==> src/rtl/inst_prefetch_queue.sv <==
// Instruction fetch front end: one outstanding req/ack fetch into a DEPTH-entry queue, decode drains via valid/ready.
// Ack-to-inst_valid latency 1 cycle; issue stalls when queued + in-flight reaches DEPTH; redirect flushes the queue.
// Optional IPQ_PERF_EN macro adds fetch_count/flush_count performance counter ports.
module inst_prefetch_queue #(
    parameter int          DEPTH    = 4,
    parameter logic [29:0] RESET_PC = 30'h100000
) (
    input  logic        clk,
    input  logic        reset,
    input  logic        redirect,
    input  logic [29:0] redirect_pc,
    output logic        mem_req,
    output logic [29:0] mem_addr,
    input  logic        mem_ack,
    input  logic [31:0] mem_rdata,
    output logic        inst_valid,
    output logic [31:0] inst,
    output logic [29:0] inst_pc,
    input  logic        inst_ready
`ifdef IPQ_PERF_EN
    ,
    output logic [31:0] fetch_count,
    output logic [31:0] flush_count
`endif
);

    localparam int PW = $clog2(DEPTH);
    localparam int CW = PW + 1;

    typedef enum logic [1:0] {IDLE, WAIT, DRAIN} state_t;

    state_t          state_q, state_d;
    logic            mem_req_q, mem_req_d;
    logic [29:0]     mem_addr_q, mem_addr_d;
    logic [29:0]     fetch_pc_q, fetch_pc_d;
    logic [PW-1:0]   head_q, head_d;
    logic [PW-1:0]   tail_q, tail_d;
    logic [CW-1:0]   count_q, count_d;
    logic [CW-1:0]   count_after;
    logic            push;
    logic            pop;

    logic [31:0]     inst_mem [DEPTH];
    logic [29:0]     pc_mem   [DEPTH];

    assign inst_valid = (count_q != '0);
    assign pop        = inst_valid & inst_ready & ~redirect;
    assign push       = (state_q == WAIT) & mem_ack & ~redirect;
    assign count_after = count_q + CW'(push) - CW'(pop);

    always_comb begin
        state_d    = state_q;
        mem_req_d  = mem_req_q;
        mem_addr_d = mem_addr_q;
        fetch_pc_d = fetch_pc_q;
        head_d     = head_q;
        tail_d     = tail_q;
        count_d    = count_q;
        if (redirect) begin
            // The outstanding request, if any, must still finish its handshake.
            count_d    = '0;
            head_d     = '0;
            tail_d     = '0;
            fetch_pc_d = redirect_pc;
            case (state_q)
                WAIT: begin
                    if (mem_ack) begin
                        state_d   = IDLE;
                        mem_req_d = 1'b0;
                    end else begin
                        state_d = DRAIN;
                    end
                end
                DRAIN: begin
                    if (mem_ack) begin
                        state_d   = IDLE;
                        mem_req_d = 1'b0;
                    end
                end
                default: ;
            endcase
        end else begin
            count_d = count_after;
            if (push) tail_d = tail_q + PW'(1);
            if (pop)  head_d = head_q + PW'(1);
            case (state_q)
                IDLE: begin
                    if (count_after < CW'(DEPTH)) begin
                        state_d    = WAIT;
                        mem_req_d  = 1'b1;
                        mem_addr_d = fetch_pc_q;
                    end
                end
                WAIT: begin
                    if (mem_ack) begin
                        fetch_pc_d = fetch_pc_q + 30'd1;
                        if (count_after < CW'(DEPTH)) begin
                            mem_addr_d = fetch_pc_q + 30'd1;
                        end else begin
                            state_d   = IDLE;
                            mem_req_d = 1'b0;
                        end
                    end
                end
                DRAIN: begin
                    if (mem_ack) begin
                        state_d   = IDLE;
                        mem_req_d = 1'b0;
                    end
                end
                default: begin
                    state_d   = IDLE;
                    mem_req_d = 1'b0;
                end
            endcase
        end
    end

    always_ff @(posedge clk) begin
        if (reset) begin
            state_q    <= IDLE;
            mem_req_q  <= 1'b0;
            mem_addr_q <= RESET_PC;
            fetch_pc_q <= RESET_PC;
            head_q     <= '0;
            tail_q     <= '0;
            count_q    <= '0;
        end else begin
            state_q    <= state_d;
            mem_req_q  <= mem_req_d;
            mem_addr_q <= mem_addr_d;
            fetch_pc_q <= fetch_pc_d;
            head_q     <= head_d;
            tail_q     <= tail_d;
            count_q    <= count_d;
        end
    end

    // Storage needs no reset: reads are masked while the queue is empty.
    always_ff @(posedge clk) begin
        if (push && !reset) begin
            inst_mem[tail_q] <= mem_rdata;
            pc_mem[tail_q]   <= mem_addr_q;
        end
    end

    assign mem_req  = mem_req_q;
    assign mem_addr = mem_addr_q;
    assign inst     = inst_valid ? inst_mem[head_q] : 32'd0;
    assign inst_pc  = inst_valid ? pc_mem[head_q]   : 30'd0;

`ifdef IPQ_PERF_EN
    logic [31:0] fetch_count_q, fetch_count_d;
    logic [31:0] flush_count_q, flush_count_d;

    always_comb begin
        fetch_count_d = fetch_count_q + 32'(push);
        flush_count_d = flush_count_q + 32'(redirect);
    end

    always_ff @(posedge clk) begin
        if (reset) begin
            fetch_count_q <= '0;
            flush_count_q <= '0;
        end else begin
            fetch_count_q <= fetch_count_d;
            flush_count_q <= flush_count_d;
        end
    end

    assign fetch_count = fetch_count_q;
    assign flush_count = flush_count_q;
`endif

endmodule
==> config.mk <==
export PLATFORM = sky130hd
export DESIGN_NAME = inst_prefetch_queue
export DESIGN_NICKNAME = d
export VERILOG_FILES = /design/src/rtl/inst_prefetch_queue.sv
export SDC_FILE = /design/constraint.sdc
export NUM_CORES = 1
export LEC_CHECK = 0
export ABC_AREA = 1
export CORE_MARGIN = 2
export CORE_UTILIZATION = 45
export CTS_CLUSTER_DIAMETER = 80
export DETAILED_ROUTE_END_ITERATION = 8
export PLACE_DENSITY = 0.66
export SLEW_MARGIN = 20
export SYNTH_ARGS = -nofsm -noshare
export SYNTH_HDL_FRONTEND = slang
export SYNTH_SLANG_ARGS = --single-unit
==> constraint.sdc <==
create_clock -name clk -period 4.5 [get_ports clk]
set_input_delay 0.45 -clock clk [delete_from_list [all_inputs] [get_ports clk]]
set_output_delay 0.45 -clock clk [all_outputs]
set_load 0.02 [all_outputs]
-- Word level (Yosys, flattened, before mapping)
Memory sizes are Yosys's and may differ from the RTL's. A register that Yosys moved wholly into a read port is not among the register bits.
Cells that the tools add are included.
- $add $sub $neg: 5
- $mul: 0
- divide/modulo/power cells: 0
- magnitude comparators: 1
- equality and inequality tests: 10
- shift-type cells: 0
- multiplexer cells: 30
- bitwise operators: 5
- reductions and logical operators: 13
- operators with widths (kind ; count):
    2-to-1 mux 30 bit ; 7
    one-hot mux 30 bit (2 select lines) ; 1
    2-to-1 mux 32 bit ; 1
    adder 30 x 1 -> 30 bit, second input constant ; 1
    2-to-1 mux 2 bit ; 10
    inequality test 3 bit, second input constant ; 3
    2-to-1 mux 1 bit ; 8
    AND reduction 4 bit ; 2
    inequality test 2 bit, second input constant ; 3
    one-hot mux 2 bit (3 select lines) ; 1
    nonzero test 2 bit ; 3
    AND reduction 5 bit ; 1
    adder 2 x 1 -> 2 bit, second input constant ; 2
    bitwise AND 1 bit ; 4
    one-hot mux 2 bit (2 select lines) ; 1
    OR reduction 2 bit ; 2
    adder 3 x 1 -> 3 bit ; 1
    less-than comparator 3 bit, second input constant ; 1
    inequality test 3 x 1 -> 1 bit, second input constant ; 1
    one-hot mux 1 bit (3 select lines) ; 1
    nonzero test 3 bit ; 1
    subtractor 3 x 1 -> 3 bit ; 1
    equality test 2 x 1 -> 1 bit, second input constant ; 1
    equality test 2 bit, second input constant ; 1
    other kinds (6) ; 6
- bits in registers: 70
- latch bits: 0
- memory bits (writable): 248
- bits in read-only memories: 0
- bits of input ports: 67
- output and inout bits: 94
- memories: 2
- memories (name ; depth ; width ; read ports ; clocked after memory_dff ; wr ports ; RTL line ; RTL):
    inst_mem ; 4 ; 32 ; 1 ; 1 ; 1 ; 43 ; logic [31:0] inst_mem [DEPTH];
    pc_mem ; 4 ; 30 ; 1 ; 1 ; 1 ; 44 ; logic [29:0] pc_mem [DEPTH];

-- Depth between registers and ports, before layout
Gate-level depths: netlist (run 1).
- word-level depth: 10
- gate-level depth with buffers: 18

-- Worst setup path before layout (run 1)
No wires, ideal clock.
- kind: input-to-reg
- from: input redirect
- to: memory inst_mem[0][0] (enable)
- setup time: 0.482 ns
- arrival: 3.720 ns
- required time: 4.018 ns
- path slack: 0.298 ns
- cell stages on the path: 5
- path through: buf_6 clkbuf_1 nor2_1 nand2_1 nor2_1
- cells in the longest elaborated chain, start to end: 5
- RTL lines (what ; RTL line ; RTL):
    start, declared ; 10 ; input logic redirect,
    inverter 1 bit (no line) ; n/a ;
    bitwise AND 1 bit ; 48 ; assign push = (state_q == WAIT) & mem_ack & ~redirect;
    logical AND 1 bit ; 141 ; if (push && !reset) begin
    2-to-1 mux 1 bit ; 141 ;
    2-to-1 mux 1 bit (implied by the code) ; 142 ; inst_mem[tail_q] <= mem_rdata;
    end, declared ; 43 ;
Every way passes these cells.

==> results_dict.tcl, run 1 <==
set metrics [dict create \
    ys_ff_latch 320 \
    hold_viol 0 \
    crit_chain "buf_4 -> nor2_1 -> nor2_1 -> o21ai_0 -> a21oi_1 -> clkdlybuf4s50_1" \
    core-area_sq_um 30400 \
    cts-root-buf "clkbuf_16" \
    syn_nets 1460 \
    syn_area_sq_um 13800 \
    drtIter0Drc 956 \
    holdBufCountCts 0 \
    ios 161 \
    die_h_um 179 \
    grt_max_degree 81 \
    fin_cells 1934 \
    switching_share 0.224 \
    p_leak_nw 5.82 \
    cts_tree "yes" \
    cp_slowest_cell "dfxtp_4" \
    port_buffers 160 \
    finClkSkew_ns 0.0128 \
    crit_buf_inv 2 \
    fillers 2660 \
    timing.final.crit_share 0.840 \
    seq_area_sq_um 8890 \
    worstMarginPinSlew_ns 0.993 \
    power.density_nw_per_um2 380 \
    area_growth_pct 21.5 \
    cp_common_cell "nor2_1" \
    worstSetupStartpointType "flop" \
    via_per_inst 5.26 \
    slew_headroom 0.338 \
    comb_power_share 0.075 \
    crit_arrival_ns 3.33 \
    timing.fmax_mhz 265 \
    wl_um 33200 \
    p_sw_mw 1.43 \
    track_usage 0.205 \
    p_int_mw 4.95 \
    final.min_clock_period_ns 3.78 \
    cp_max_fo 64 \
    cts-resized-gates 0 \
    cts.sinks 320 \
    drv_slew 0 \
    grt_first_pass_wirelength_um 51400 \
    cp-end-kind "output port" \
    wire_per_inst_um 17.2 \
    irDropWorstVdd_mv 0.275 \
    gp_congestion 0.917 \
    syn_avg_cell_area_sq_um 9.98 \
    multi_input_area_sq_um 4310 \
    dr.pass1.iters 6 \
    crit_required_ns 4.05 \
    route.detailed.drc 0 \
    rows 64 \
    dp_hpwl_um 20300 \
    clock_latency_ns 0.54 \
    rsz0062_at_grt "no" \
    status "completed" \
    die_x_um 179 \
    vias 10200 \
    placed_cells 1878 \
    antenna_cells 0 \
    yosysWarnings 0 \
    die_area_sq_um 32100 \
    yosysUniqueCellTypes 41 \
    clk_path_buf_depth 3 \
    pwr-share-clk 0.395 \
    synth_cells 1382 \
    nNetsFinal 1593 \
    ant_nets 0 \
    power_frac_seq 0.529 \
    ctsHtreeMaxLevel 1 \
    slowest_delay_ns 0.78 \
    grt_pass1_vias 9649 \
    cts.clk_slew.worst_paths_ns 0.06 \
    maxCapViolCount 0 \
    fin_tns_setup_ns 0 \
    cts_buffers 31 \
    crit_family "buffers and inverters" \
    post_cts_buffers 0 \
    layout-drive-gt1-share 0.0754 \
    start_util 0.453 \
    grt_overflow 0 \
    worstHoldPathType "reg2reg" \
    ys_seq_area_frac 0.644 \
    antenna_found_initial 0 \
    critPathKind "reg2out" \
    finalSetupViolCount 0 \
]
## cells by family (layout without fill, tap and decap cells)
| group | count (synthesis) | in the layout | synth area share |
|---|---|---|---|
| flops | 320 | 320 | 0.644 |
| simple gates | 549 | 549 | 0.163 |
| buf+inv | 151 | 307 | 0.0459 |
| xor+xnor | 15 | 15 | 0.0106 |
| mux | 1 | 1 | 0.000726 |
| fa+ha+maj | 11 | 11 | 0.0105 |
| compound gates | 335 | 335 | 0.125 |
## state kept, by name, summed over array words and instances, names as in the netlist, named ones only
register and count:
state_q 2, mem_req 1, head_q 2, fetch_pc_q 30, pc_mem 120, inst_mem 128
count_q 3, tail_q 2, mem_addr 30
## per-layer routing
layer  part of all wire  track usage  vias up
met3              0.064       0.0291       43
met5                  0            0        -
li1                   -            -     4964
met1               0.46        0.290     4847
met2               0.46        0.337      315
met4              0.017       0.0487        0
## metrics by stage
step / worst slack [ns] / instance area, sq um / utilization / hold slack, ns / total power [mW]
global route: 0.474 / 16800 / 0.551 / 0.484 / 6.59
finish: 0.722 / 16800 / 0.551 / 0.476 / 6.37
floorplan: 0.298 / 13800 / - / 0.436 / 3.67
global placement: 0.991 / 15800 / 0.518 / 0.445 / 3.91
detailed placement: 0.908 / 15800 / 0.518 / 0.462 / 3.91
CTS: 0.684 / 16800 / 0.551 / 0.472 / 6.42
## power by group through the flow
stage	clock (mW)	sequential [mW]	combinational, mW
after global routing	2.68	3.38	0.525
after CTS	2.56	3.37	0.481
after detailed placement	0	3.44	0.478
final	2.52	3.37	0.479
after floorplan	0	3.44	0.227
after global placement	0	3.44	0.472
## cells in the final DEF, fill, tap and decap left out, drive strengths merged
cell and count:
or2 3, a31oi 7, clkinv 11, o221ai 1
o21ai 181, nor3 1, nand2 194, mux2i 1
dfxtp 72, o31ai 1, bufinv 2, ha 10
fa 1, edfxtp 248, o21bai 1, a22o 1
nand3b 2, clkdlybuf4s50 160, clkbuf 43, buf 14
xor2 13, o21a 2, clkinvlp 1, xnor2 2
inv 76, nand3 30, nor2 318, nand4 1
a21oi 141
## Yosys cell counts (all sizes together)
master	n	area [sq um]
nand4	1	6.26
a31oi	7	43.8
o21a	2	15.0
nand2	194	778
or2	3	18.8
fa	1	20.0
nor2	318	1270
edfxtp	248	7450
buf	31	180
xnor2	2	17.5
ha	10	125
o21bai	1	7.51
o21ai	181	910
a21oi	141	721
clkbuf	43	161
xor2	13	129
a22o	1	8.76
clkinv	1	3.75
o221ai	1	8.76
o31ai	1	7.51
inv	76	288
nand3	30	155
nor3	1	5.00
dfxtp	72	1440
nand3b	2	15.0
mux2i	1	10.0
## worst paths after layout
kind	from	end	slack, ns	cells past startpoint
setup / recovery	flop	inst_pc[29]	0.72	6
hold / removal	head_q[0]	flop	0.48	1
setup reg to reg	state_q[1]	mem_addr[6]	1.35	17
hold reg to reg	head_q[0]	flop	0.48	1
## final cells by class
type | count | area share
sequential | 320 | 0.531
clock inverter | 13 | 0.00687
tap | 396 | 0.0296
clock buffer | 43 | 0.0526
multi-input combinational | 911 | 0.257
inverter | 77 | 0.0174
timing repair buffer | 174 | 0.106
No activity file was read; power rests on OpenSTA's default activity.
==> run 2, diff against run 1 <==
==> constraint.sdc (replaced) <==
create_clock -name clk -period 3.8 [get_ports clk]
set_input_delay 0.38 -clock clk [delete_from_list [all_inputs] [get_ports clk]]
set_output_delay 0.38 -clock clk [all_outputs]
set_load 0.02 [all_outputs]
==> results_dict.tcl, run 2 (same netlist as run 1, synthesis figures left out) <==
set metrics [dict create \
    status "completed" \
    r2r_cells 16 \
    dr.pass1.iters 5 \
    route.detailed.drc 0 \
    layout_common_cells "295 x nor2_1, 248 x edfxtp_1, 182 x nand2_1, 160 x clkdlybuf4s50_1, 152 x o21ai_0" \
    cts_buffers 35 \
    post_cts_buffers 0 \
    reg2reg_from "state_q[0]" \
    cts_tree "yes" \
    vias 10300 \
    holdBufCountCts 0 \
    die_area_sq_um 32100 \
    crit_arrival_ns 2.83 \
    die_h_um 179 \
    fillers 2672 \
    cts.sinks 320 \
    nNetsFinal 1601 \
    cts.clk_slew.worst_paths_ns 0.06 \
    top_regs "inst_mem: 128 flops, pc_mem: 120 flops" \
    finClkSkew_ns 0.0243 \
    slew_headroom 0.346 \
    worstHoldPathType "in2reg" \
    antenna_cells 0 \
    ant_nets 0 \
    cts-resized-gates 0 \
    wl_um 33600 \
    fin_ws_ns 0.587 \
    final.min_clock_period_ns 3.21 \
    rsz0062_at_grt "no" \
    grt_max_degree 125 \
    dp_hpwl_um 20500 \
    fin_util 0.556 \
    clk_path_buf_depth 3 \
    irDropWorstVdd_mv 0.224 \
    via_per_inst 5.31 \
    critPathKind "reg2out" \
    hold_viol 0 \
    wire_per_inst_um 17.3 \
    port_buffers 160 \
    core-area_sq_um 30400 \
    ios 161 \
    grt_first_pass_wirelength_um 51600 \
    grt_overflow 0 \
    r2r_slack_ns 0.71 \
    area_growth_pct 22.5 \
    ctsHtreeMaxLevel 2 \
    p_leak_nw 5.90 \
    layout-drive-gt1-share 0.0803 \
    cts-root-buf "clkbuf_16" \
    drv_slew 0 \
    totalPowerFinal_mw 7.78 \
    timing.final.crit_share 0.846 \
    top_register "inst_mem" \
    clock_latency_ns 0.51 \
    worstMarginPinSlew_ns 0.980 \
    start_util 0.453 \
    maxCapViolCount 0 \
    largest_reg_flops 128 \
    pre_cts_ws_ns 0.395 \
    crit_required_ns 3.42 \
    finalSetupViolCount 0 \
    die_x_um 179 \
    cp-end-kind "output port" \
    track_usage 0.208 \
    endpoint "inst_pc[7]" \
    gp_congestion 0.915 \
    drtIter0Drc 934 \
    worstSetupStartpointType "flop" \
    cp_max_fo 37 \
    rows 64 \
    timing.fmax_mhz 311 \
    layout_commonest_cell "nor2_1" \
    power.density_nw_per_um2 460 \
    antenna_found_initial 0 \
    grt_pass1_vias 9495 \
    rr_endpoint "mem_addr[6]" \
]
-- run 2: cell types whose count changed in the layout (fill, tap and decap cells not counted), moves of 2 or more --
cell / previous run / this run
clkinv_2: 4 / 6
buf_12: 5 / 8
clkbuf_8: 4 / 1
clkbuf_1: 7 / 4
clkbuf_16: 32 / 35
-- run 2: final cells by class --
type / count / area [sq um] / area share
clock buffer: 40 / 905 / 0.0535
inverter: 77 / 292 / 0.0172
clock inverter: 18 / 171 / 0.0101
multi-input combinational: 911 / 4310 / 0.255
tap: 396 / 495 / 0.0293
sequential: 320 / 8890 / 0.526
timing repair buffer: 178 / 1840 / 0.109
-- run 2: how the worst min path moves through the flow --
stage | startpoint | to | slack [ns] | cells after the start
floorplan | head_q[1] | flop | 0.44 | 2
global route | redirect_pc[1] | fetch_pc_q[1] | 0.45 | 3
global placement | head_q[1] | flop | 0.45 | 2
detailed placement | head_q[1] | flop | 0.46 | 2
CTS | redirect_pc[1] | fetch_pc_q[1] | 0.43 | 3
finish | redirect_pc[1] | fetch_pc_q[1] | 0.45 | 3
-- run 2: power by group --
group | total, mW | switching [mW] | internal (mW)
registers | 4.00 | 0.127 | 3.87
clock network | 3.21 | 1.30 | 1.91
logic | 0.565 | 0.325 | 0.239
-- run 2: stage by stage --
stage	cells	cell area, sq um	setup TNS [ns]	hold slack, ns
5_1_grt	1940	16900	0	0.451
3_3_place_gp	1882	15800	0	0.455
3_5_place_dp	1882	15800	0	0.463
4_1_cts	1940	16900	0	0.432
6_report	1940	16900	0	0.446
2_1_floorplan	1382	13800	-82.33	0.436
-- run 2: per-layer routing --
metal / up-vias / global-route usage / routed length, um
met5: - / 0 / 0
met4: 0 / 0.0507 / 692
met3: 60 / 0.0329 / 2200
met2: 351 / 0.338 / 15500
met1: 4914 / 0.294 / 15200
li1: 4973 / - / -
-- run 2: worst max-delay path, cell delays in order (launching register included) --
cell	delay, ns
dfxtp_4	0.36
inv_2	0.49
buf_4	0.37
o21ai_0	0.14
a21oi_1	0.31
clkdlybuf4s50_1	0.67
==> run 3, diff against run 2 <==
==> constraint.sdc (replaced) <==
create_clock -name clk -period 3 [get_ports clk]
set_input_delay 0.3 -clock clk [delete_from_list [all_inputs] [get_ports clk]]
set_output_delay 0.3 -clock clk [all_outputs]
set_load 0.02 [all_outputs]
==> results_dict.tcl, run 3 (same netlist as run 1, synthesis figures left out) <==
set metrics [dict create \
    status "completed" \
    irDropWorstVdd_mv 0.330 \
    ctsHtreeMaxLevel 2 \
    core-area_sq_um 30400 \
    die_h_um 179 \
    hold_path_end "fetch_pc_q[1]" \
    fin_ws_ns 0.195 \
    holdBufCountCts 0 \
    grt_pass1_vias 9725 \
    holdCritStartpoint "redirect_pc[1]" \
    r2r_cells 17 \
    rows 64 \
    layout-drive-gt1-share 0.0890 \
    worstMarginPinSlew_ns 0.976 \
    timing.final.crit_share 0.935 \
    dr.pass1.iters 5 \
    clk_path_buf_depth 3 \
    gp_congestion 0.909 \
    area_growth_pct 23.7 \
    fin_cells 1957 \
    antenna_found_initial 0 \
    cts_tree "yes" \
    port_buffers 160 \
    postPlaceCellArea_sq_um 16000 \
    slew_headroom 0.348 \
    cts-root-buf "clkbuf_16" \
    dp_hpwl_um 21100 \
    track_usage 0.210 \
    placed_cells 1895 \
    layout_common_cells "295 x nor2_1, 248 x edfxtp_1, 181 x nand2_1, 160 x clkdlybuf4s50_1, 152 x o21ai_0" \
    worstHoldPathType "in2reg" \
    grt_max_degree 75 \
    cts.clk_slew.worst_paths_ns 0.06 \
    ios 161 \
    clock_latency_ns 0.51 \
    worstHoldPathCells 3 \
    critPathKind "reg2out" \
    drv_slew 0 \
    rsz0062_at_grt "no" \
    reg2reg_from "state_q[1]" \
    cts_buffers 34 \
    pre_cts_ws_ns 0.0125 \
    p_leak_nw 5.97 \
    fillers 2643 \
    antenna_cells 0 \
    drtIter0Drc 833 \
    power.density_nw_per_um2 577 \
    top_register "inst_mem" \
    nNetsFinal 1614 \
    timing.fmax_mhz 356 \
    ant_nets 0 \
    route.detailed.drc 0 \
    final.min_clock_period_ns 2.81 \
    r2r_slack_ns 0.29 \
    cp-end-kind "output port" \
    finClkSkew_ns 0.0157 \
    top_regs "inst_mem: 128 flops, pc_mem: 120 flops" \
    finalSetupViolCount 0 \
    wire_per_inst_um 17.3 \
    wl_um 33800 \
    rr_endpoint "mem_addr[8]" \
    die_area_sq_um 32100 \
    largest_reg_flops 128 \
    start_util 0.453 \
    via_per_inst 5.24 \
    layout_commonest_cell "nor2_1" \
    worstSetupStartpointType "flop" \
    maxCapViolCount 0 \
    crit_arrival_ns 2.51 \
    crit_required_ns 2.70 \
    die_x_um 179 \
    grt_first_pass_wirelength_um 52400 \
    totalPowerFinal_mw 9.86 \
    cts.sinks 320 \
    grt_overflow 0 \
    finalInstanceArea_sq_um 17100 \
    vias 10200 \
    cp_max_fo 74 \
    hold_viol 0 \
    fin_util 0.561 \
]
==> run 3: cell types whose count changed in the layout (fill, tap and decap cells not counted), moves of 2 or more <==
cell,previous run,this run
buf_6,0,2
clkinvlp_4,0,2
clkinv_8,0,3
clkbuf_1,4,6
buf_4,10,20
==> run 3: what timing repair did <==
| item | in CTS | in global routing |
|---|---|---|
| endpoints found under the setup margin | 8 | 44 |
| buffers inserted | 0 | 1 |
| gates resized for setup | 2 | 5 |
| cloned | 0 | 0 |
==> run 3: layer usage <==
layer,share of wire,GRT usage
met1,0.46,0.296
met2,0.46,0.344
met3,0.063,0.0316
met4,0.018,0.0514
met5,0,0
==> run 3: worst max-delay path by stage <==
| stage | from | end | slack [ns] | cells after the start |
|---|---|---|---|---|
| after floorplan | redirect | inst_mem[0][0] | -0.06 | 5 |
| after global placement | mem_ack | mem_addr[16] | 0.11 | 16 |
| after detailed placement | mem_ack | mem_addr[3] | 0.01 | 16 |
| after CTS | flop | inst_pc[20] | 0.005 | 6 |
| after global routing | state_q[1] | mem_addr[10] | 0.007 | 16 |
| final | flop | inst[4] | 0.19 | 6 |
==> run 3: cell type report <==
cell class / count / area (sq um) / area share
Clock buffer: 42 / 912 / 0.0534
Clock inverter: 19 / 170 / 0.00997
Inverter: 77 / 304 / 0.0178
Multi-Input combinational cell: 911 / 4320 / 0.253
Sequential cell: 320 / 8890 / 0.521
Tap cell: 396 / 495 / 0.0290
Timing Repair Buffer: 192 / 1980 / 0.116
==> run 3: worst max-delay path, cell delays in order, from the launching register on <==
cell             delay [ns]
dfxtp_4                0.51
buf_16                 0.31
nor2_1                 0.10
nor2_1                 0.09
o21ai_0                0.10
a21oi_1                0.20
clkdlybuf4s50_1        0.63
==> run 3: stage by stage <==
stage	hold slack (ns)	setup TNS, ns
2_1_floorplan	0.399	-15.61
3_3_place_gp	0.447	0
3_5_place_dp	0.451	0
4_1_cts	0.363	0
5_1_grt	0.387	0
6_report	0.382	0
==> run 3: power breakdown <==
| part | leakage [nW] | internal (mW) | switching (mW) | total (mW) |
|---|---|---|---|---|
| combinational | 2.59 | 0.332 | 0.422 | 0.754 |
| clock | 0.525 | 2.35 | 1.69 | 4.04 |
| sequential | 2.86 | 4.91 | 0.160 | 5.07 |
